<file path="src/rtl/sram_interface_pkg.sv">
// Shared types and constants for the SRAM front-end stage.
// Wishbone FSM encoding plus SRAM timing constants.
package sram_interface_pkg;

  typedef enum logic [1:0] {
    IDLE      = 2'd0,
    READ_WAIT = 2'd1,
    ACK       = 2'd2
  } wb_state_t;

  localparam int SUPPORTED_BYTE_COUNT = 4;
  localparam int READ_LATENCY = 1;

endpackage

</file>
<file path="src/rtl/sram_fetch_buffer.sv">
// Fetch path for the SRAM secondary read port.
// Hides the one-cycle read latency behind a valid/ready stream.
import sram_interface_pkg::*;

module sram_fetch_buffer #(
  parameter int ADDRESS_SIZE = 9,
  parameter int WORD_SIZE = 32
) (
  input  logic                    clk,
  input  logic                    rst,
  input  logic                    fetchRequest,
  input  logic [ADDRESS_SIZE-1:0] fetchAddress,
  input  logic                    conflict,
  input  logic                    fetchDataReady,
  input  logic [WORD_SIZE-1:0]    secondaryDataRead,
  output logic                    fetchReady,
  output logic                    fetchDataValid,
  output logic [WORD_SIZE-1:0]    fetchData,
  output logic                    secondarySelect,
  output logic [ADDRESS_SIZE-1:0] secondaryAddress
);

  logic                 inflight;
  logic                 holdValid;
  logic [WORD_SIZE-1:0] holdData;
  logic                 issue;

  assign fetchReady = !rst && !holdValid &&
                      (!inflight || fetchDataReady) &&
                      !conflict;
  assign issue = fetchRequest && fetchReady;

  assign secondarySelect  = issue;
  assign secondaryAddress = issue ? fetchAddress : '0;

  assign fetchDataValid = inflight | holdValid;
  // The SRAM only holds dout until its next read, so a
  // stalled word is parked in holdData before that happens.
  assign fetchData = holdValid ? holdData :
                     inflight  ? secondaryDataRead : '0;

  always_ff @(posedge clk) begin
    if (rst) begin
      inflight  <= 1'b0;
      holdValid <= 1'b0;
      holdData  <= '0;
    end else begin
      inflight <= issue;
      if (inflight && !fetchDataReady && !holdValid) begin
        holdData  <= secondaryDataRead;
        holdValid <= 1'b1;
      end else if (holdValid && fetchDataReady) begin
        holdValid <= 1'b0;
      end
    end
  end

endmodule

</file>
<file path="src/rtl/sram_wishbone_interface.sv">
// Front-end stage: Wishbone slave on the SRAM primary port,
// core fetch stream on the SRAM secondary read port.
import sram_interface_pkg::*;

module sram_wishbone_interface #(
  parameter int BYTE_COUNT = 4,
  parameter int ADDRESS_SIZE = 9,
  localparam int WORD_SIZE = 8 * BYTE_COUNT
) (
  input  logic                    clk,
  input  logic                    rst,
  input  logic                    wbCyc,
  input  logic                    wbStb,
  input  logic                    wbWe,
  input  logic [BYTE_COUNT-1:0]   wbSel,
  input  logic [ADDRESS_SIZE+1:0] wbAddress,
  input  logic [WORD_SIZE-1:0]    wbDataWrite,
  output logic                    wbAck,
  output logic [WORD_SIZE-1:0]    wbDataRead,
  input  logic                    fetchRequest,
  input  logic [ADDRESS_SIZE-1:0] fetchAddress,
  output logic                    fetchReady,
  output logic                    fetchDataValid,
  input  logic                    fetchDataReady,
  output logic [WORD_SIZE-1:0]    fetchData,
  output logic                    primarySelect,
  output logic                    primaryWriteEnable,
  output logic [BYTE_COUNT-1:0]   primaryWriteMask,
  output logic [ADDRESS_SIZE-1:0] primaryAddress,
  output logic [WORD_SIZE-1:0]    primaryDataWrite,
  input  logic [WORD_SIZE-1:0]    primaryDataRead,
  output logic                    secondarySelect,
  output logic [ADDRESS_SIZE-1:0] secondaryAddress,
  input  logic [WORD_SIZE-1:0]    secondaryDataRead
);

  wb_state_t               state;
  logic [ADDRESS_SIZE-1:0] wb_word;
  logic                    wb_issue;
  logic                    conflict;

  assign wb_word  = wbAddress[ADDRESS_SIZE+1:2];
  // Only IDLE issues, so a strobe held through the ack
  // never reaches the SRAM twice.
  assign wb_issue = !rst && (state == IDLE) && wbCyc && wbStb;

  assign primarySelect      = wb_issue;
  assign primaryWriteEnable = wb_issue && wbWe;
  assign primaryWriteMask   = wb_issue ? wbSel : '0;
  assign primaryAddress     = wb_issue ? wb_word : '0;
  assign primaryDataWrite   = wb_issue ? wbDataWrite : '0;

  assign wbAck = (state == ACK) && wbCyc;

  assign conflict = primaryWriteEnable && (fetchAddress == wb_word);

  always_ff @(posedge clk) begin
    if (rst) begin
      state      <= IDLE;
      wbDataRead <= '0;
    end else begin
      unique case (state)
        IDLE: begin
          if (wbCyc && wbStb)
            state <= wbWe ? ACK : READ_WAIT;
        end
        READ_WAIT: begin
          if (!wbCyc) begin
            state <= IDLE;
          end else begin
            wbDataRead <= primaryDataRead;
            state      <= ACK;
          end
        end
        ACK:     state <= IDLE;
        default: state <= IDLE;
      endcase
    end
  end

  sram_fetch_buffer #(
    .ADDRESS_SIZE (ADDRESS_SIZE),
    .WORD_SIZE    (WORD_SIZE)
  ) u_fetch (
    .clk               (clk),
    .rst               (rst),
    .fetchRequest      (fetchRequest),
    .fetchAddress      (fetchAddress),
    .conflict          (conflict),
    .fetchDataReady    (fetchDataReady),
    .secondaryDataRead (secondaryDataRead),
    .fetchReady        (fetchReady),
    .fetchDataValid    (fetchDataValid),
    .fetchData         (fetchData),
    .secondarySelect   (secondarySelect),
    .secondaryAddress  (secondaryAddress)
  );

endmodule
</file>
<file path="config.mk">
export PLATFORM = sky130hd
export DESIGN_NAME = sram_wishbone_interface
export DESIGN_NICKNAME = d
export VERILOG_FILES = /design/src/rtl/sram_interface_pkg.sv /design/src/rtl/sram_fetch_buffer.sv /design/src/rtl/sram_wishbone_interface.sv
export SDC_FILE = /design/constraint.sdc
export NUM_CORES = 1
export LEC_CHECK = 0
export ABC_AREA = 0
export CELL_PAD_IN_SITES_DETAIL_PLACEMENT = 0
export CELL_PAD_IN_SITES_GLOBAL_PLACEMENT = 1
export CORE_MARGIN = 10
export CORE_UTILIZATION = 22
export CTS_CLUSTER_DIAMETER = 150
export DETAILED_ROUTE_END_ITERATION = 12
export HOLD_SLACK_MARGIN = 0.15
export PLACE_DENSITY = 0.79
export SYNTH_ARGS = -nofsm -noshare
export SYNTH_HDL_FRONTEND = slang
export SYNTH_SLANG_ARGS = --single-unit
</file>
<file path="constraint.sdc">
create_clock -name clk -period 2.3 [get_ports clk]
set_clock_uncertainty 0.1 [all_clocks]
set_input_delay 0.23 -clock clk [delete_from_list [all_inputs] [get_ports clk]]
set_output_delay 0.23 -clock clk [all_outputs]
set_load 0.03 [all_outputs]
</file>
==> results of run 1 <==
==> through the flow <==
| step | setup WS [ns] | utilization [%] | power, uW |
|---|---|---|---|
| floorplan | 0.1926 | - | 1531 |
| CTS | -0.1650 | 43.11 | 3446 |
| finish | -0.1464 | 43.61 | 3401 |
| detailed placement | -0.7132 | 40.50 | 1935 |
| global placement | -0.6916 | 40.50 | 1930 |
| global route | -0.2366 | 43.61 | 3551 |
==> sequential cells by signal (all words and copies together), names as in the netlist <==
signal             flops
u_fetch.holdData      32
u_fetch.inflight       1
u_fetch.holdValid      1
wbDataRead            32
state                  2
==> critical path: stages, from the launching register on <==
cell and delay [ns]:
dfxtp_2 0.31, or3b_4 0.37, or3b_4 0.41, nor4_4 0.21, buf_6 0.17, buf_6 0.11
nor3b_2 0.04, buf_4 0.16
==> cells in the mapped netlist (all sizes together) <==
cell type    n  share of area (%)
nand2      195                 22
dfxtp       68                 41
a21oi       65                9.8
and2        46                8.7
clkbuf      36                4.2
o21ai       32                4.8
nor3b       10                2.3
xnor2        9                2.4
nor2         8               0.91
buf          3               0.64
nand4        2               0.38
or2          2               0.38
or3b         2               0.60
and3b        1               0.30
inv          1               0.11
nand2b       1               0.19
nand3        1               0.15
nand3b       1               0.23
nor4         1               0.64
==> logic make-up after synthesis <==
kind of cell              count (synthesis)  share of synthesized area [%]
and+or+nand+nor                         270                          36.86
AOI/OAI and AO/OA                        97                          14.67
DFF                                      68                          41.13
buffers and inverters                    40                          4.953
xor gates and xnor gates                  9                          2.382
==> power breakdown <==
part	total (uW)	internal, uW	switching (uW)
clock	1480	978	502
sequential	1220	1210	13.0
combinational	703	363	340
total	3400	2550	854
==> path summary, 6_finish.rpt <==
kind / endpoint / slack, ns
min: state[0]$_SDFFE_PP0P_ / 0.25
max: secondaryAddress[0] / -0.15
max reg2reg: u_fetch.holdData[1]$_SDFFE_PP0P_ / 0.42
min reg2reg: wbDataRead[23]$_SDFFE_PP0P_ / 0.35
==> metal layers <==
| layer | part of all wire (%) | wire (um) |
|---|---|---|
| met5 | 0 | 0 |
| met4 | 1.0 | 150 |
| met3 | 11 | 1566 |
| met2 | 47 | 6757 |
| met1 | 42 | 6034 |
==> layout make-up <==
cell class / count / area share [%]
sequential: 68 / 21.36
clock buffer: 12 / 3.860
inverter: 1 / 0.05878
multi-input combinational: 376 / 28.90
timing repair buffer: 272 / 41.09
tap: 184 / 3.605
clock inverter: 4 / 1.136
==> timing repair <==
action                                  4_1_cts  5_1_grt
gates cloned                                  1        0
hold buffers                                  1        0
endpoints found under the setup margin       58       58
resized for setup                            80       19
pin swaps                                     4        1
hold endpoints to repair                      1        0
buffers inserted                              1        2
==> run metrics, run 1 <==
status=finished with violations; failing checks=setup timing; VDD IR-drop max=0.4385 mV; final setup TNS=-3.992 ns; initial antenna violation count=0; critical path launch point=state[1]$_SDFFE_PP0P_; crit path launch type=register; reg2reg start=u_fetch.holdValid$_SDFFE_PP0P_; worst-skew pair later-pin latency=0.32 ns; Final setup viols=57; GRT met1 Usage=15.36%; Rows=44; Yosys reg bits=68; Distinct cells, synth=22; fillers=1484; unrepaired setup endpoints after global routing=true; Final Hold Fails=0; DP Wirelength=11.13 mm; post-route cell area=6386 sq um; syn_nets=611; Die Ht=142.7 um; Max-cap violations=0; Peak Freq=408.8 MHz; most common cell after layout, fill and taps aside=nand2_1; met3 Usage GRT=6.965%; Pleak=0.002461 uW; vias=4014; per-cell routed wire length=15.82 um; Crit. End Element=output pin; CP required=1.97 ns; period utilisation layout=106.4%; I/O pin cnt=251; CTS tree=done; H-tree depth=3; number of global-route vias before repair=3950; drt first pass iters=4; FF+latch area=1364 sq um; grt ovf=0; Crit Path Class=register to output pin; GRT busiest layer=met2; Multi-input gate area=1846 sq um; post-route setup slack=-0.1464 ns; Initial Utilization=22.60%; die area=20350 sq um; routed vias/inst=4.377; worst-margin pin slew=0.7288 ns; WHS=0.2458 ns; core area=14640 sq um; most frequent cells in the layout=195 x nand2_1, 155 x clkdlybuf4s50_1, 86 x buf_4; Reg clk slew, reported paths=0.05 ns; Die Wd=142.7 um; Yosys Warn Count=0; Seq/Total Area, Yosys=41.13%; Hold Path Origin=rst; maximum number of pins on one net before global-route repair=68; GRT Util Overall=13.35%; routability congestion estimate=0.8041; cell depth of the worst flop-to-flop path=4; Tmin final=2.446 ns; placed instance area=5931 sq um; Port Buffer Count=248; CP Max Fanout=5; final cell count without fillers=917; synthesized area=3309 sq um; Max Buffers Root-to-Sink=2; Mean Syn Cell Area=6.838 sq um; global-route wire length before repair=21.76 mm; Cells on Worst Hold Path=4; slew margin rel.=51.41%; Nets=855; cts bufs inserted=9; CP arrival=2.12 ns; placed cell count=897; power per cell area=532.5 nW/um^2; Tightest Hold Check Type=input port to register; number of nets with antenna violations after routing=0; layout cell share with drive strength beyond 1=20.46%; CTS Sinks=68; root buffer cell=clkbuf_16; final WL=14.51 mm; global routing usage on met2=21.51%; Max Transition Viols Final=0; 1st-iter DRT viols=115; Synth-to-Final Area Change=92.97%; Cells after Synth=484; ANT cells=0; drt drc=0
Power figures use the tool's default switching activity.
==> run 2, diff against run 1 <==
==> constraint.sdc (replaced) <==
create_clock -name clk -period 2.3 [get_ports clk]
set_clock_uncertainty 0.1 [all_clocks]
set_input_delay 0.575 -clock clk [delete_from_list [all_inputs] [get_ports clk]]
set_output_delay 0.575 -clock clk [all_outputs]
set_load 0.03 [all_outputs]
==> run 2 against run 1 <==
- the flow still finishes with violations (setup timing)
- sequential power is essentially flat
- critical path depth rose by 1
- maximum frequency shrank 13%
- hold slack better by 0.11 ns
- global-route usage grew 1.1 points
- sequential share of layout area decreased by 1.6 points
- wire length grew 6.1%
- clock power is 7% lower
- core utilization grew 3.6 points
- final area increased by 8.2%
- via count rose by 1.4%
- critical endpoint is now secondaryAddress[5]
- highest routed layer unchanged
==> run metrics, run 2 (synthesis gave the netlist of run 1 again) <==
final WL=15.39 mm; die area=20350 sq um; Cells on Worst Hold Path=2; CP Max Fanout=6; DP Wirelength=11.53 mm; global routing usage on met2=24.04%; Rows=44; delay-heaviest family, CP=simple AND/OR/NAND/NOR gates; cell depth of the worst flop-to-flop path=8; largest registers=u_fetch.holdData (32), wbDataRead (32), state (2); GRT Util Overall=14.43%; worst path bufs/invs=4; status=finished with violations; number of nets with antenna violations after routing=0; Max-cap violations=0; CTS tree=done; initial antenna violation count=0; core area=14640 sq um; Port Buffer Count=248; per-cell routed wire length=16.57 um; failing checks=setup timing; Synth-to-Final Area Change=108.7%; Hold Path End=u_fetch.holdData[25]$_SDFFE_PP0P_; Tightest Hold Check Type=register to register; slew margin rel.=52.69%; H-tree depth=3; Die Wd=142.7 um; cts bufs inserted=9; FF-to-FF End=u_fetch.inflight$_SDFF_PP0_; routability congestion estimate=0.8142; delay of the slowest critical-path stage=0.40 ns; Crit Path Class=input port to output pin; Max Buffers Root-to-Sink=2; global-route wire length before repair=23.52 mm; Die Ht=142.7 um; final cell count without fillers=929; maximum number of pins on one net before global-route repair=68; worst-margin pin slew=0.7096 ns; layout cell share with drive strength beyond 1=28.59%; Pwr Total=3377 uW; ANT cells=0; crit path launch type=input port; Crit. End Element=output pin; CP required=1.62 ns; worst-skew pair later-pin latency=0.32 ns; I/O pin cnt=251; Peak Freq=356.0 MHz; most common cell after layout, fill and taps aside=nand2_1; Hold Path Origin=u_fetch.holdData[25]$_SDFFE_PP0P_; Reg clk slew, reported paths=0.06 ns; pre-CTS WS=-1.306 ns; most frequent cells in the layout=195 x nand2_1, 136 x clkdlybuf4s50_1, 66 x dfxtp_1; Max Transition Viols Final=0; root buffer cell=clkbuf_16; drt drc=0; VDD IR-drop max=0.4353 mV; Final setup viols=58; Hold-fix buffers, CTS=0; CP arrival=2.13 ns; power per cell area=488.9 nW/um^2; Initial Utilization=22.60%; number of global-route vias before repair=4105; Final Hold Fails=0; GRT busiest layer=met2; Pleak=0.002825 uW; vias=4072; reg2reg start=state[1]$_SDFFE_PP0P_; GRT met1 Usage=16.82%; CTS Sinks=68; period utilisation layout=122.1%; placed cell count=899; unrepaired setup endpoints after global routing=true; drt first pass iters=4; Reg2Reg Setup Slack=0.24 ns; Critical Path Slowest Stage Cell=or3b_4; routed vias/inst=4.383; grt ovf=0; Nets=867; post-layout util=47.17%; Tmin final=2.809 ns; post-route setup slack=-0.5091 ns; met3 Usage GRT=6.003%; 1st-iter DRT viols=163; critical path cell sequence=buf_6 > or3b_4 > or3b_4 > nor4_4 > buf_4 > clkbuf_16 > nor3b_2 > buf_4
==> run 2: cell types whose count changed in the layout (fill, tap and decap cells not counted), moves of 3 or more <==
| cell | before | now |
|---|---|---|
| nor3b_1 | 4 | 1 |
| buf_16 | 0 | 3 |
| and2_1 | 42 | 0 |
| and2_4 | 4 | 46 |
| dlymetal6s2s_1 | 0 | 18 |
| buf_12 | 10 | 13 |
| buf_4 | 86 | 57 |
| buf_6 | 18 | 53 |
| clkdlybuf4s50_1 | 155 | 136 |
==> run 2: worst max-delay path by stage <==
stage	startpoint	endpoint	slack, ns	depth (start not counted)
after global placement	wbCyc	secondaryAddress[3]	-1.28	7
after detailed placement	wbCyc	secondaryAddress[3]	-1.31	7
final	rst	secondaryAddress[5]	-0.51	8
after floorplan	rst	primaryAddress[1]	-0.22	6
after global routing	state[1]$_SDFFE_PP0P_	secondaryAddress[1]	-0.59	7
after CTS	rst	secondaryAddress[7]	-0.73	7
==> run 2: metal layers <==
metal,vias up,share of wire (%),routed length [um]
met5,-,0,0
met4,0,1.2,178
met3,13,9.7,1500
met2,161,48,7324
met1,1836,42,6389
li1,2062,-,-
==> run 2: layout make-up <==
class | count | area, sq um
Fill cell | 1368 | 7736
Timing Repair Buffer | 284 | 3023
Multi-Input combinational cell | 376 | 1972
Sequential cell | 68 | 1364
Clock buffer | 10 | 239.0
Tap cell | 184 | 230.2
Clock inverter | 6 | 63.81
Inverter | 1 | 16.27
==> run 2: per-stage QoR <==
stage / TNS, ns / hold slack, ns / area, sq um
global placement: -58.84 / 0.3414 / 6112
floorplan: -11.35 / 0.3364 / 3496
global route: -30.76 / 0.3686 / 6908
detailed placement: -61.23 / 0.3463 / 6112
CTS: -34.07 / 0.3542 / 6780
finish: -26.61 / 0.3520 / 6908
==> run 2: power breakdown <==
| part | switching, uW | internal (uW) |
|---|---|---|
| clock | 516 | 866 |
| sequential | 13.3 | 1210 |
| combinational | 360 | 416 |
| total | 889 | 2490 |
==> run 2: timing repair <==
item	in CTS	in global routing
resized for setup	130	42
endpoints found under the setup margin	62	59
gates cloned	5	0
pin swaps	6	17
buffers inserted	4	7
==> run 2: worst register-to-register path, stage by stage (launching register included) <==
cell and delay [ns]:
dfxtp_2 0.32, or3b_4 0.39, or3b_4 0.40, nor4_4 0.17
buf_4 0.17, clkbuf_16 0.14, buf_4 0.11, buf_4 0.10
nor2_1 0.04
==> run 3, diff against run 2 <==
- HOLD_SLACK_MARGIN: 0.15 -> 0.06
==> results of run 3 <==
No change in the layout: final DEF, timing and power equal those of run 2.
